===== config.mk =====
export PLATFORM = sky130hd
export DESIGN_NAME = fetch_unit_flat
export DESIGN_NICKNAME = d
export VERILOG_FILES = /design/src/rtl/fetch_unit_if.sv /design/src/rtl/fetch_unit.sv /design/src/flat_wrapper.sv
export SDC_FILE = /design/constraint.sdc
export NUM_CORES = 1
export LEC_CHECK = 0
export BUFFER_PORTS_ARGS = -buffer_cell sky130_fd_sc_hd__buf_2
export CAP_MARGIN = 20
export CORE_AREA = 2 2 57 59
export DETAILED_ROUTE_END_ITERATION = 16
export DIE_AREA = 0 0 59 61
export HOLD_SLACK_MARGIN = 0.15
export PLACE_DENSITY = 0.77
export SLEW_MARGIN = 20
export SYNTH_ARGS = -nofsm -noshare
export SYNTH_HDL_FRONTEND = slang
export SYNTH_SLANG_ARGS = --single-unit
export TNS_END_PERCENT = 30

===== constraint.sdc =====
create_clock -name fetch_clk -period 2.3 [get_ports fetch_clk]
set_clock_uncertainty 0.2 [all_clocks]
set_input_delay 0 -clock fetch_clk [delete_from_list [all_inputs] [get_ports fetch_clk]]
set_output_delay 0 -clock fetch_clk [all_outputs]
set_load 0.02 [all_outputs]

===== src/rtl/fetch_unit_if.sv =====
// Controller and program-memory signals of the fetch unit, bundled as one interface.
// The slave modport is the fetch unit's view; the master modport is the controller/memory side.
interface fetch_unit_if;
  logic       fetch_req;
  logic       pc_load;
  logic [7:0] pc_load_val;
  logic [7:0] mem_data;
  logic [7:0] mem_addr;
  logic       mem_rd_en;
  logic [7:0] ir;
  logic [7:0] ar;
  logic [7:0] pc;
  logic       ir_valid;
  logic       busy;

  modport slave (
    input  fetch_req, pc_load, pc_load_val, mem_data,
    output mem_addr, mem_rd_en, ir, ar, pc, ir_valid, busy
  );

  modport master (
    output fetch_req, pc_load, pc_load_val, mem_data,
    input  mem_addr, mem_rd_en, ir, ar, pc, ir_valid, busy
  );
endinterface


===== src/rtl/fetch_unit.sv =====
// Instruction fetch FSM: reads a one- or two-byte instruction into ir/ar from the
// PC and pulses ir_valid once the instruction is complete.
module fetch_unit #(
  parameter logic [7:0] RESET_PC = 8'h00
) (
  input  logic          fetch_clk,
  input  logic          fetch_rst,
  fetch_unit_if.slave   bus
);

  typedef enum logic [1:0] {IDLE, FETCH1, FETCH2, VALID} state_t;

  state_t     state_q, state_d;
  logic [7:0] pc_q, pc_d;
  logic [7:0] ir_q, ir_d;
  logic [7:0] ar_q, ar_d;

  // Opcodes 5..8 carry an address byte after the opcode byte.
  function automatic logic is_two_byte(input logic [3:0] opcode);
    return (opcode == 4'b0101) || (opcode == 4'b0110) ||
           (opcode == 4'b0111) || (opcode == 4'b1000);
  endfunction

  always_ff @(posedge fetch_clk) begin
    if (fetch_rst) begin
      state_q <= IDLE;
      pc_q    <= RESET_PC;
      ir_q    <= 8'h00;
      ar_q    <= 8'h00;
    end else begin
      state_q <= state_d;
      pc_q    <= pc_d;
      ir_q    <= ir_d;
      ar_q    <= ar_d;
    end
  end

  always_comb begin
    state_d       = state_q;
    pc_d          = pc_q;
    ir_d          = ir_q;
    ar_d          = ar_q;
    bus.mem_rd_en = 1'b0;
    bus.mem_addr  = 8'h00;
    bus.ir_valid  = 1'b0;
    bus.busy      = 1'b1;

    case (state_q)
      IDLE: begin
        bus.busy = 1'b0;
        // A branch wins over a fetch request arriving in the same cycle.
        if (bus.pc_load) begin
          pc_d = bus.pc_load_val;
        end else if (bus.fetch_req) begin
          state_d = FETCH1;
        end
      end
      FETCH1: begin
        bus.mem_rd_en = 1'b1;
        bus.mem_addr  = pc_q;
        ir_d          = bus.mem_data;
        pc_d          = pc_q + 8'd1;
        if (is_two_byte(bus.mem_data[7:4])) begin
          state_d = FETCH2;
        end else begin
          ar_d    = 8'h00;
          state_d = VALID;
        end
      end
      FETCH2: begin
        bus.mem_rd_en = 1'b1;
        bus.mem_addr  = pc_q;
        ar_d          = bus.mem_data;
        pc_d          = pc_q + 8'd1;
        state_d       = VALID;
      end
      VALID: begin
        bus.ir_valid = 1'b1;
        state_d      = IDLE;
      end
      default: state_d = IDLE;
    endcase
  end

  assign bus.ir = ir_q;
  assign bus.ar = ar_q;
  assign bus.pc = pc_q;

endmodule


===== src/flat_wrapper.sv =====
// flat-port wrapper written by rule: the top's interface ports become plain ports
module fetch_unit_flat 
#(
  parameter logic [7:0] RESET_PC = 8'h00
)
  (fetch_clk, fetch_rst, bus_fetch_req, bus_pc_load, bus_pc_load_val, bus_mem_data, bus_mem_addr, bus_mem_rd_en, bus_ir, bus_ar, bus_pc, bus_ir_valid, bus_busy);
  fetch_unit_if bus_i ();
  input  logic fetch_clk;
  input  logic fetch_rst;
  input wire logic [$bits(bus_i.fetch_req)-1:0] bus_fetch_req;
  input wire logic [$bits(bus_i.pc_load)-1:0] bus_pc_load;
  input wire logic [$bits(bus_i.pc_load_val)-1:0] bus_pc_load_val;
  input wire logic [$bits(bus_i.mem_data)-1:0] bus_mem_data;
  output wire logic [$bits(bus_i.mem_addr)-1:0] bus_mem_addr;
  output wire logic [$bits(bus_i.mem_rd_en)-1:0] bus_mem_rd_en;
  output wire logic [$bits(bus_i.ir)-1:0] bus_ir;
  output wire logic [$bits(bus_i.ar)-1:0] bus_ar;
  output wire logic [$bits(bus_i.pc)-1:0] bus_pc;
  output wire logic [$bits(bus_i.ir_valid)-1:0] bus_ir_valid;
  output wire logic [$bits(bus_i.busy)-1:0] bus_busy;
  assign bus_i.fetch_req = bus_fetch_req;
  assign bus_i.pc_load = bus_pc_load;
  assign bus_i.pc_load_val = bus_pc_load_val;
  assign bus_i.mem_data = bus_mem_data;
  assign bus_mem_addr = bus_i.mem_addr;
  assign bus_mem_rd_en = bus_i.mem_rd_en;
  assign bus_ir = bus_i.ir;
  assign bus_ar = bus_i.ar;
  assign bus_pc = bus_i.pc;
  assign bus_ir_valid = bus_i.ir_valid;
  assign bus_busy = bus_i.busy;
  fetch_unit #(.RESET_PC(RESET_PC)) u_core (.fetch_clk(fetch_clk), .fetch_rst(fetch_rst), .bus(bus_i));
endmodule

Word-level counts from Yosys, hierarchy flattened

Cells that the tools add are included.

Add/sub/neg operators: 1
Equal/unequal tests: 11
Muxes and demuxes: 12
Reduce and logical (&&, ||, !) cells: 10

Operator list:

| cell                  | number |
|---|---|
| $pmux W8 S2           | 2 |
| $mux W8               | 3 |
| $eq A4 B3 Y1 const B  | 3 |
| $add A8 B1 Y8 const B | 1 |
| $ne A2 B2 Y1 const B  | 4 |
| $pmux W2 S4           | 1 |
| $reduce_and A2 Y1     | 3 |
| $eq A2 B2 Y1 const B  | 2 |
| $eq A4 B4 Y1 const B  | 1 |
| $mux W1               | 4 |
| $mux W2               | 2 |
| $reduce_bool A2 Y1    | 2 |
| $logic_or A1 B1 Y1    | 3 |
| $eq A2 B1 Y1 const B  | 1 |
| $logic_not A2 Y1      | 1 |
| $reduce_or A2 Y1      | 1 |

Flip-flop bits (word level): 26
Bits of input ports: 20

Depth between registers and ports, before layout

Gate-level depths: netlist of run 1.

Word-level depth: 6
Depth in mapped cells: 7
Depth with buffers taken out: 6

Least setup slack after synthesis of run 1

No wires, ideal clock.

Kind: register to register
Start: register u_core.state_q[0]
End: register u_core.pc_q[5], in the netlist u_core.bus.pc[5]
Setup time: 0.091 ns
Arrival: 1.791 ns
Required time: 2.009 ns
Slack: 0.218 ns
Stages on the path, launching flop included: 8
Buffers on the path: 2
Clock period less this slack: 2.082 ns
Cells stage by stage: dfxtp_1 > inv_1 > ha_1 > clkbuf_1 > mux2_2 > buf_2 > a21oi_1 > a311oi_1

Longest elaborated chain between the ends: 4
Elaborated cells between the ends (all ways): 8
Those cells by class: 3 x eq/ne; 1 x mux; 4 x reduce/logical

RTL lines:

| what                                         | line             | RTL |
|---|---|---|
| from (decl)                                  | fetch_unit.sv:13 | `state_t state_q, state_d;` |
| from (signal assigned)                       | fetch_unit.sv:31 | `state_q <= state_d;` |
| $eq A2 B2 Y1 or $eq A2 B1 Y1 (tied branches) | fetch_unit.sv:48 | `case (state_q)` |
| $reduce_or A2 Y1 (no line)                   | --               |  |
| $reduce_bool A2 Y1 (no line)                 | --               |  |
| $reduce_and A2 Y1 (no line)                  | --               |  |
| to (signal assigned)                         | fetch_unit.sv:32 | `pc_q <= pc_d;` |
| to (decl)                                    | fetch_unit.sv:14 | `logic [7:0] pc_q, pc_d;` |

Several ways; a longest one is shown, not always the timed one.
A chain may end at the register's enable or synchronous reset.

Worst setup path in the final report of run 1

Start: register u_core.state_q[1]
End: register u_core.ir_q[2], in the netlist u_core.bus.ir[2]

Longest elaborated chain between the ends: 1

RTL lines:

| what                 | line             | RTL |
|---|---|---|
| $eq A2 B1 Y1         | fetch_unit.sv:48 |  |
| to (signal assigned) | fetch_unit.sv:33 | `ir_q <= ir_d;` |
| to (decl)            | fetch_unit.sv:15 | `logic [7:0] ir_q, ir_d;` |

Every way passes these cells.

==> metrics.cfg, run 1 <==
[status]
run_status=complete, no violations

[floorplan]
core_area_um2=2953
die_h_um=61
initial_utilization=0.4695
chipWidth_um=59
top_level_ports=55
core.rowCount=20
die_area_um2=3599

[yosys]
synthSimpleGateAreaFrac=0.1769
synth_edf_count=0
ys_dominant_reg_cell=sky130_fd_sc_hd__dfxtp_1
synth_seq_cells=26
most_frequent_cell_after_synthesis=sky130_fd_sc_hd__dfxtp_1
synthesis.area_um2=1386
synthCells=162
net_count_of_the_mapped_netlist=187
ys_top_cells_by_count=26 x sky130_fd_sc_hd__dfxtp_1, 18 x sky130_fd_sc_hd__nor2_1, 15 x sky130_fd_sc_hd__mux2i_1
netlist.top_cell.by_area=sky130_fd_sc_hd__dfxtp_1
largest_family_of_logic_cells_by_synthesized_area=compound AO/OA/AOI/OAI gates
synth_top_area_share=0.3755
avgSynthCellArea_um2=8.558
synth_compound_area_frac=0.2220
distinct_cell_type_count_of_the_synthesized_netlist=33
synth_sequential_area_ratio=0.3755
ys_warn_count=0
synth.mux.area_fraction=0.1245
yosys-top-cells-area=sky130_fd_sc_hd__dfxtp_1 38%, sky130_fd_sc_hd__mux2i_1 11%, sky130_fd_sc_hd__nor2_1 4.9%
synthAdderAreaFrac=0.04513
asyncSetResetFlopFracSynth=0
synth_xor_area_frac=0

[place]
placedCellCount=244
dpl_cell_area_um2=1692
port-buffer-count=54
minimum_setup_slack_after_placement_ps=392.8
place.gp.congestion=0.7476
hpwlAfterDp_um=2245

[job]
max_capacitance_violation_total=0

[grt]
grt_pass1_vias=1297
grt_antenna_before_repair=0
globalRouteTotalUtil=0.1851
grt_max_degree=25
global_route.overflow_total=0
grt_first_pass_wirelength_um=5209

[clock_network]
clock_tree.buffer_depth=2
cts_inserted_buffers=3
clkSinkCount=26
tritoncts=yes
clkSlewWorstSetupHoldPaths_ps=130
htree_levels=1
worst_skew_pair_later_pin_latency_ps=300
clockRootBuffer=sky130_fd_sc_hd__clkbuf_4

[timing]
worst_slew_margin_rel=0.6830
final_period_minus_worst_setup_slack_ps=2146
f_max_mhz=466.0
timing.hold.ws_ps=282.3
timing_hold_violations_final=0
final-setup-viol-count=0
layout_worst_path_cycle_share=0.9329
final_critical_path_setup_slack_ps=154.3
final_report_max_slew_violation_count=0
rsz0062_at_grt=no
worst_pin_slew_ps=470.6
setup-tns-final_ps=0

[hold_path]
hold_removal_path_class=reg2reg
worst_hold_startpoint=u_core.bus.ar[6]

[critical_path]
critical_path.top_delay_family=buffers and inverters
critical_path.slowest_cell=sky130_fd_sc_hd__dlygate4sd3_1
critical_path_buf_inv_count=3
setup.worst_path.start=u_core.state_q[1]
cp.arrival_ps=2150
path_class=reg2reg
reg2reg_from=u_core.state_q[1]
critical_path.max_fanout=13
critical_path_cell_by_cell=inv_1, ha_1, buf_4, mux2i_1, nor2_1, dlygate4sd3_1
cp.required_ps=2310
start_kind=register
cp-end-kind=register
crit_path_max_incr_delay_ps=580

[final_layout]
final_area_um2=1984
n_antenna_cell=0
final_net_count=267
multi_input_area_um2=800.8
area.growth.synth_to_final_pct=43.14
fill_cells=259
register_area_um2=523.0
fraction_of_layout_cells_with_a_size_suffix_above_1=0.3042
fin_cells=273

[routing]
detail_route.wl_per_cell_um=11.91
first_pass_iters=4
drc=0
totalWireLength_um=3251
via_count=1432
drt_iter0_drc=59
vias_cell=5.245
postRouteAntennaNets=0

[power]
p_clk_frac=0.079
power.static_leakage_nw=0.9311
power_switching_share=0.4527
total_switching_power_mw=1.029
combinationalPowerShare=0.599
vdd_ir_drop_max_v=0.0008404
internal_power_mw=1.244
power.density_nw_per_um2=1145
seqPwrFrac=0.321

cell families (layout without fill, tap and decap cells):
logic type	count (synthesis)	after routing
buf+inv	20	98
simple gates	48	48
mux	17	17
fa+ha+maj	5	5
compound gates	46	46
flops	26	26
cell usage in the layout (no fill, tap or decap), types with 2 or more instances in the layout:
cell type                       synthesis  final
sky130_fd_sc_hd__nand2b_1               2      2
sky130_fd_sc_hd__ha_1                   5      4
sky130_fd_sc_hd__buf_2                  2     54
sky130_fd_sc_hd__nor2_1                18     18
sky130_fd_sc_hd__o22ai_1                5      5
sky130_fd_sc_hd__nor2b_1                2      2
sky130_fd_sc_hd__dfxtp_1               26     24
sky130_fd_sc_hd__a311oi_1               4      4
sky130_fd_sc_hd__a21oi_1               12     12
sky130_fd_sc_hd__mux2i_1               15     15
sky130_fd_sc_hd__a211oi_1               3      3
sky130_fd_sc_hd__nand3_1                5      5
sky130_fd_sc_hd__dlygate4sd3_1          0     24
sky130_fd_sc_hd__a22o_1                 2      2
sky130_fd_sc_hd__and2_1                 8      8
sky130_fd_sc_hd__inv_1                 11     11
sky130_fd_sc_hd__buf_4                  0      6
sky130_fd_sc_hd__dfxtp_2                0      2
sky130_fd_sc_hd__clkbuf_4               0      3
sky130_fd_sc_hd__nand2_1                5      5
sky130_fd_sc_hd__nand4_1                3      3
sky130_fd_sc_hd__mux2_2                 2      2
sky130_fd_sc_hd__a31oi_1                4      4
sky130_fd_sc_hd__o21ai_0               10     10
stage by stage:
step	power (mW)	util
detailed placement	1.994	0.5729
global route	2.465	0.6720
finish	2.273	0.6720
CTS	2.248	0.6619
global placement	1.976	0.5729
floorplan	1.637	-
metal layers:
layer	GRT usage	vias to the layer above	wire, um
met2	0.3730	51	1670
met3	0.02559	0	191
met5	0	-	0
met1	0.2078	642	1389
met4	0.02922	0	0
li1	-	739	-
worst paths after layout:
path / endpoint / cells after the start / slack [ps]
max: u_core.bus.ir[2] / 6 / 150
min: u_core.bus.ar[6] / 1 / 280
max reg2reg: u_core.bus.ir[2] / 6 / 150
min reg2reg: u_core.bus.ar[6] / 1 / 280
registers in the layout, summed over array words and instances (netlist names):
name            cells
u_core.bus.pc       8
u_core.state_q      2
u_core.bus.ir       8
u_core.bus.ar       8
power groups by stage:
stage	clock network, mW	logic (mW)	registers (mW)
floorplan	0	0.776	0.861
global placement	0	1.24	0.731
detailed placement	0	1.26	0.733
CTS	0.195	1.33	0.723
global route	0.213	1.50	0.752
finish	0.180	1.36	0.730
final cells by class:
type                            instances  area share
Tap cell                               33     0.02081
Multi-Input combinational cell        116      0.4035
Sequential cell                        26      0.2636
Inverter                               11     0.02081
Clock buffer                            3     0.01135
Timing Repair Buffer                   84      0.2800
timing repair:
item / in CTS / in global routing
endpoints found under the setup margin: 0 / 1
setup buffers: 0 / 2
endpoints found under the hold margin: 26 / 0
hold buffers: 24 / 0
gates resized for setup: 0 / 4
Note: power is estimated with default switching activity, not from simulation.
==> inputs of run 2 (changes only) <==
--- a/config.mk
+++ b/config.mk
@@ -12,6 +12,7 @@
 export DIE_AREA = 0 0 59 61
 export HOLD_SLACK_MARGIN = 0.15
 export PLACE_DENSITY = 0.77
+export REMOVE_ABC_BUFFERS = 1
 export SLEW_MARGIN = 20
 export SYNTH_ARGS = -nofsm -noshare
 export SYNTH_HDL_FRONTEND = slang
==> run 2 against run 1 <==
  * Non-clock buffer count decreased by 4
  * Via count fell by 0.63%
  * First-iteration DRC count up 17%
  * Combinational power decreased by 4%
  * Wire length increased by 6.4%
  * Critical path type unchanged
  * Clock power grew 26%
  * Sequential power about the same
  * Critical path depth unchanged
  * Worst setup slack worse by 50 ps
  * Worst hold slack improved by 2.5 ps
  * Utilization down 1.1 points
  * Register-to-register slack got worse by 50 ps
==> metrics.cfg, run 2 (synthesis results as in run 1) <==
[status]
run_status=complete, no violations

[routing]
detail_route.wl_per_cell_um=12.81  ; +7.6%
postRouteAntennaNets=0  ; unchanged
drc=0  ; unchanged
drt_iter0_drc=69  ; +17%
totalWireLength_um=3460  ; +6.4%
vias_cell=5.270  ; +0.48%
via_count=1423  ; -0.63%
first_pass_iters=4  ; unchanged

[clock_network]
cts_inserted_buffers=3  ; unchanged
tritoncts=yes
clkSinkCount=26  ; unchanged
worst_skew_pair_later_pin_latency_ps=310  ; about the same
post-cts-setup-buffer-count=0  ; unchanged
clkSlewWorstSetupHoldPaths_ps=140  ; about the same
htree_levels=1  ; unchanged
clock_tree.buffer_depth=2  ; unchanged
clockRootBuffer=sky130_fd_sc_hd__clkbuf_4

[critical_path]
cp.required_ps=2320  ; about the same
crit_path_max_incr_delay_ps=570  ; about the same
critical_path.slowest_cell=sky130_fd_sc_hd__dlygate4sd3_1
critical_path_buf_inv_count=3  ; unchanged
start_kind=register
r2r_cell_count=6  ; unchanged
path_class=reg2reg
cp.arrival_ps=2210  ; +60 ps
cp-end-kind=register
critical_path.max_fanout=11  ; -2
critical_path.top_delay_family=buffers and inverters
wp_depth=6  ; unchanged
critical_path_cell_by_cell=inv_1, ha_1, buf_4, mux2i_1, nor2_1, dlygate4sd3_1

[power]
power.static_leakage_nw=0.9166  ; -1.6%
vdd_ir_drop_max_v=0.0005847  ; -30%
total_switching_power_mw=1.044  ; +1.4%
power_switching_share=0.4595  ; +0.006823
power.density_nw_per_um2=1164  ; +1.7%
combinationalPowerShare=0.578  ; -0.021
seqPwrFrac=0.322  ; about the same
p_clk_frac=0.100  ; +0.021
internal_power_mw=1.227  ; -1.3%

[grt]
grt_pass1_vias=1262  ; -2.7%
grt_antenna_before_repair=0  ; unchanged
grt_max_degree=25  ; unchanged
grt_first_pass_wirelength_um=5589  ; +7.3%
global_route.overflow_total=0  ; unchanged
globalRouteTotalUtil=0.1986  ; +0.01344

[floorplan]
initial_utilization=0.4695  ; unchanged
core_area_um2=2953  ; unchanged
chipWidth_um=59  ; unchanged
core.rowCount=20  ; unchanged
die_h_um=61  ; unchanged
die_area_um2=3599  ; unchanged
top_level_ports=55  ; unchanged

[place]
hpwlAfterDp_um=2302  ; +2.5%
port-buffer-count=54  ; unchanged
place.gp.congestion=0.7546  ; +0.94%

[timing]
timing.hold.ws_ps=284.8  ; +2.493 ps
final-setup-viol-count=0  ; unchanged
rsz0062_at_grt=yes
final_period_minus_worst_setup_slack_ps=2195  ; +49.73 ps
final_report_max_slew_violation_count=0  ; unchanged
f_max_mhz=455.5  ; -2.3%
worst_slew_margin_rel=0.6736  ; -0.009376
timing_hold_violations_final=0  ; unchanged
worst_pin_slew_ps=489.6  ; +19.04 ps
layout_worst_path_cycle_share=0.9545  ; +0.02162

[final_layout]
area.growth.synth_to_final_pct=40.70
layout.cells.most_common=sky130_fd_sc_hd__buf_2
fin_util=0.6606  ; -0.01144
layout_common_cells=54 x sky130_fd_sc_hd__buf_2, 26 x sky130_fd_sc_hd__dfxtp_1, 23 x sky130_fd_sc_hd__dlygate4sd3_1
fraction_of_layout_cells_with_a_size_suffix_above_1=0.2869  ; -0.01725
n_antenna_cell=0  ; unchanged
final_net_count=263  ; -1.5%

[hold_path]
hold_path_depth=1  ; unchanged
hold_removal_path_class=reg2reg

[job]
max_capacitance_violation_total=0  ; unchanged

==> run 2: cell types whose count changed in the layout (fill, tap and decap cells not counted) <==
cell,before,now
sky130_fd_sc_hd__buf_4,6,3
sky130_fd_sc_hd__clkbuf_8,0,1
sky130_fd_sc_hd__dfxtp_1,24,26
sky130_fd_sc_hd__dfxtp_2,2,0
sky130_fd_sc_hd__dlygate4sd3_1,24,23
sky130_fd_sc_hd__ha_1,4,5
sky130_fd_sc_hd__ha_4,1,0
==> run 2: stage by stage <==
stage / total power, mW / instance area (um^2) / setup slack (ps) / TNS (ps) / std cells
floorplan: 1.600 / 1350 / 51.75 / 0 / 153
global placement: 1.962 / 1684 / 268.0 / 0 / 243
CTS: 2.269 / 1951 / 143.9 / 0 / 270
detailed placement: 1.986 / 1684 / 209.2 / 0 / 243
global route: 2.447 / 1951 / -52.53 / -112.4 / 270
finish: 2.271 / 1951 / 104.6 / 0 / 270
==> run 2: layout make-up <==
cell class / count / area, um^2
Timing Repair Buffer: 80 / 523.0
Inverter: 11 / 41.29
Sequential cell: 26 / 520.5
Tap cell: 33 / 41.29
Multi-Input combinational cell: 116 / 788.3
Clock buffer: 4 / 36.28
Fill cell: 246 / 1002
==> run 2: what timing repair did <==
action                                  4_1_cts  5_1_grt
hold buffers                                 23        0
gates resized for setup                       0        0
endpoints found under the setup margin        0        3
hold endpoints to repair                     26        0
==> run 2: path summary, 6_finish.rpt <==
kind | from | endpoint | slack [ps]
setup / recovery | u_core.state_q[1] | u_core.bus.ir[0] | 100
hold reg to reg | u_core.bus.ar[7] | u_core.bus.ar[7] | 280
hold / removal | u_core.bus.ar[7] | u_core.bus.ar[7] | 280
setup reg to reg | u_core.state_q[1] | u_core.bus.ir[0] | 100
==> run 2: power groups by stage <==
stage	Combinational [mW]	Sequential, mW	Clock (mW)
detailed placement	1.25	0.736	0
global route	1.44	0.753	0.250
floorplan	0.739	0.861	0
CTS	1.31	0.726	0.232
finish	1.31	0.731	0.227
global placement	1.23	0.732	0
==> run 2: worst reg2reg max path, cell delays in order (launching register included) <==
cell and delay (ps):
sky130_fd_sc_hd__dfxtp_1 380, sky130_fd_sc_hd__inv_1 110, sky130_fd_sc_hd__ha_1 320, sky130_fd_sc_hd__buf_4 250, sky130_fd_sc_hd__mux2i_1 220, sky130_fd_sc_hd__nor2_1 60, sky130_fd_sc_hd__dlygate4sd3_1 570
==> run 2: layer usage <==
metal,global-route usage,vias up,wire (um)
met5,0,-,0
met4,0.05195,0,34
met3,0.02985,4,190
met2,0.3698,48,1685
met1,0.2380,642,1550
li1,-,729,-
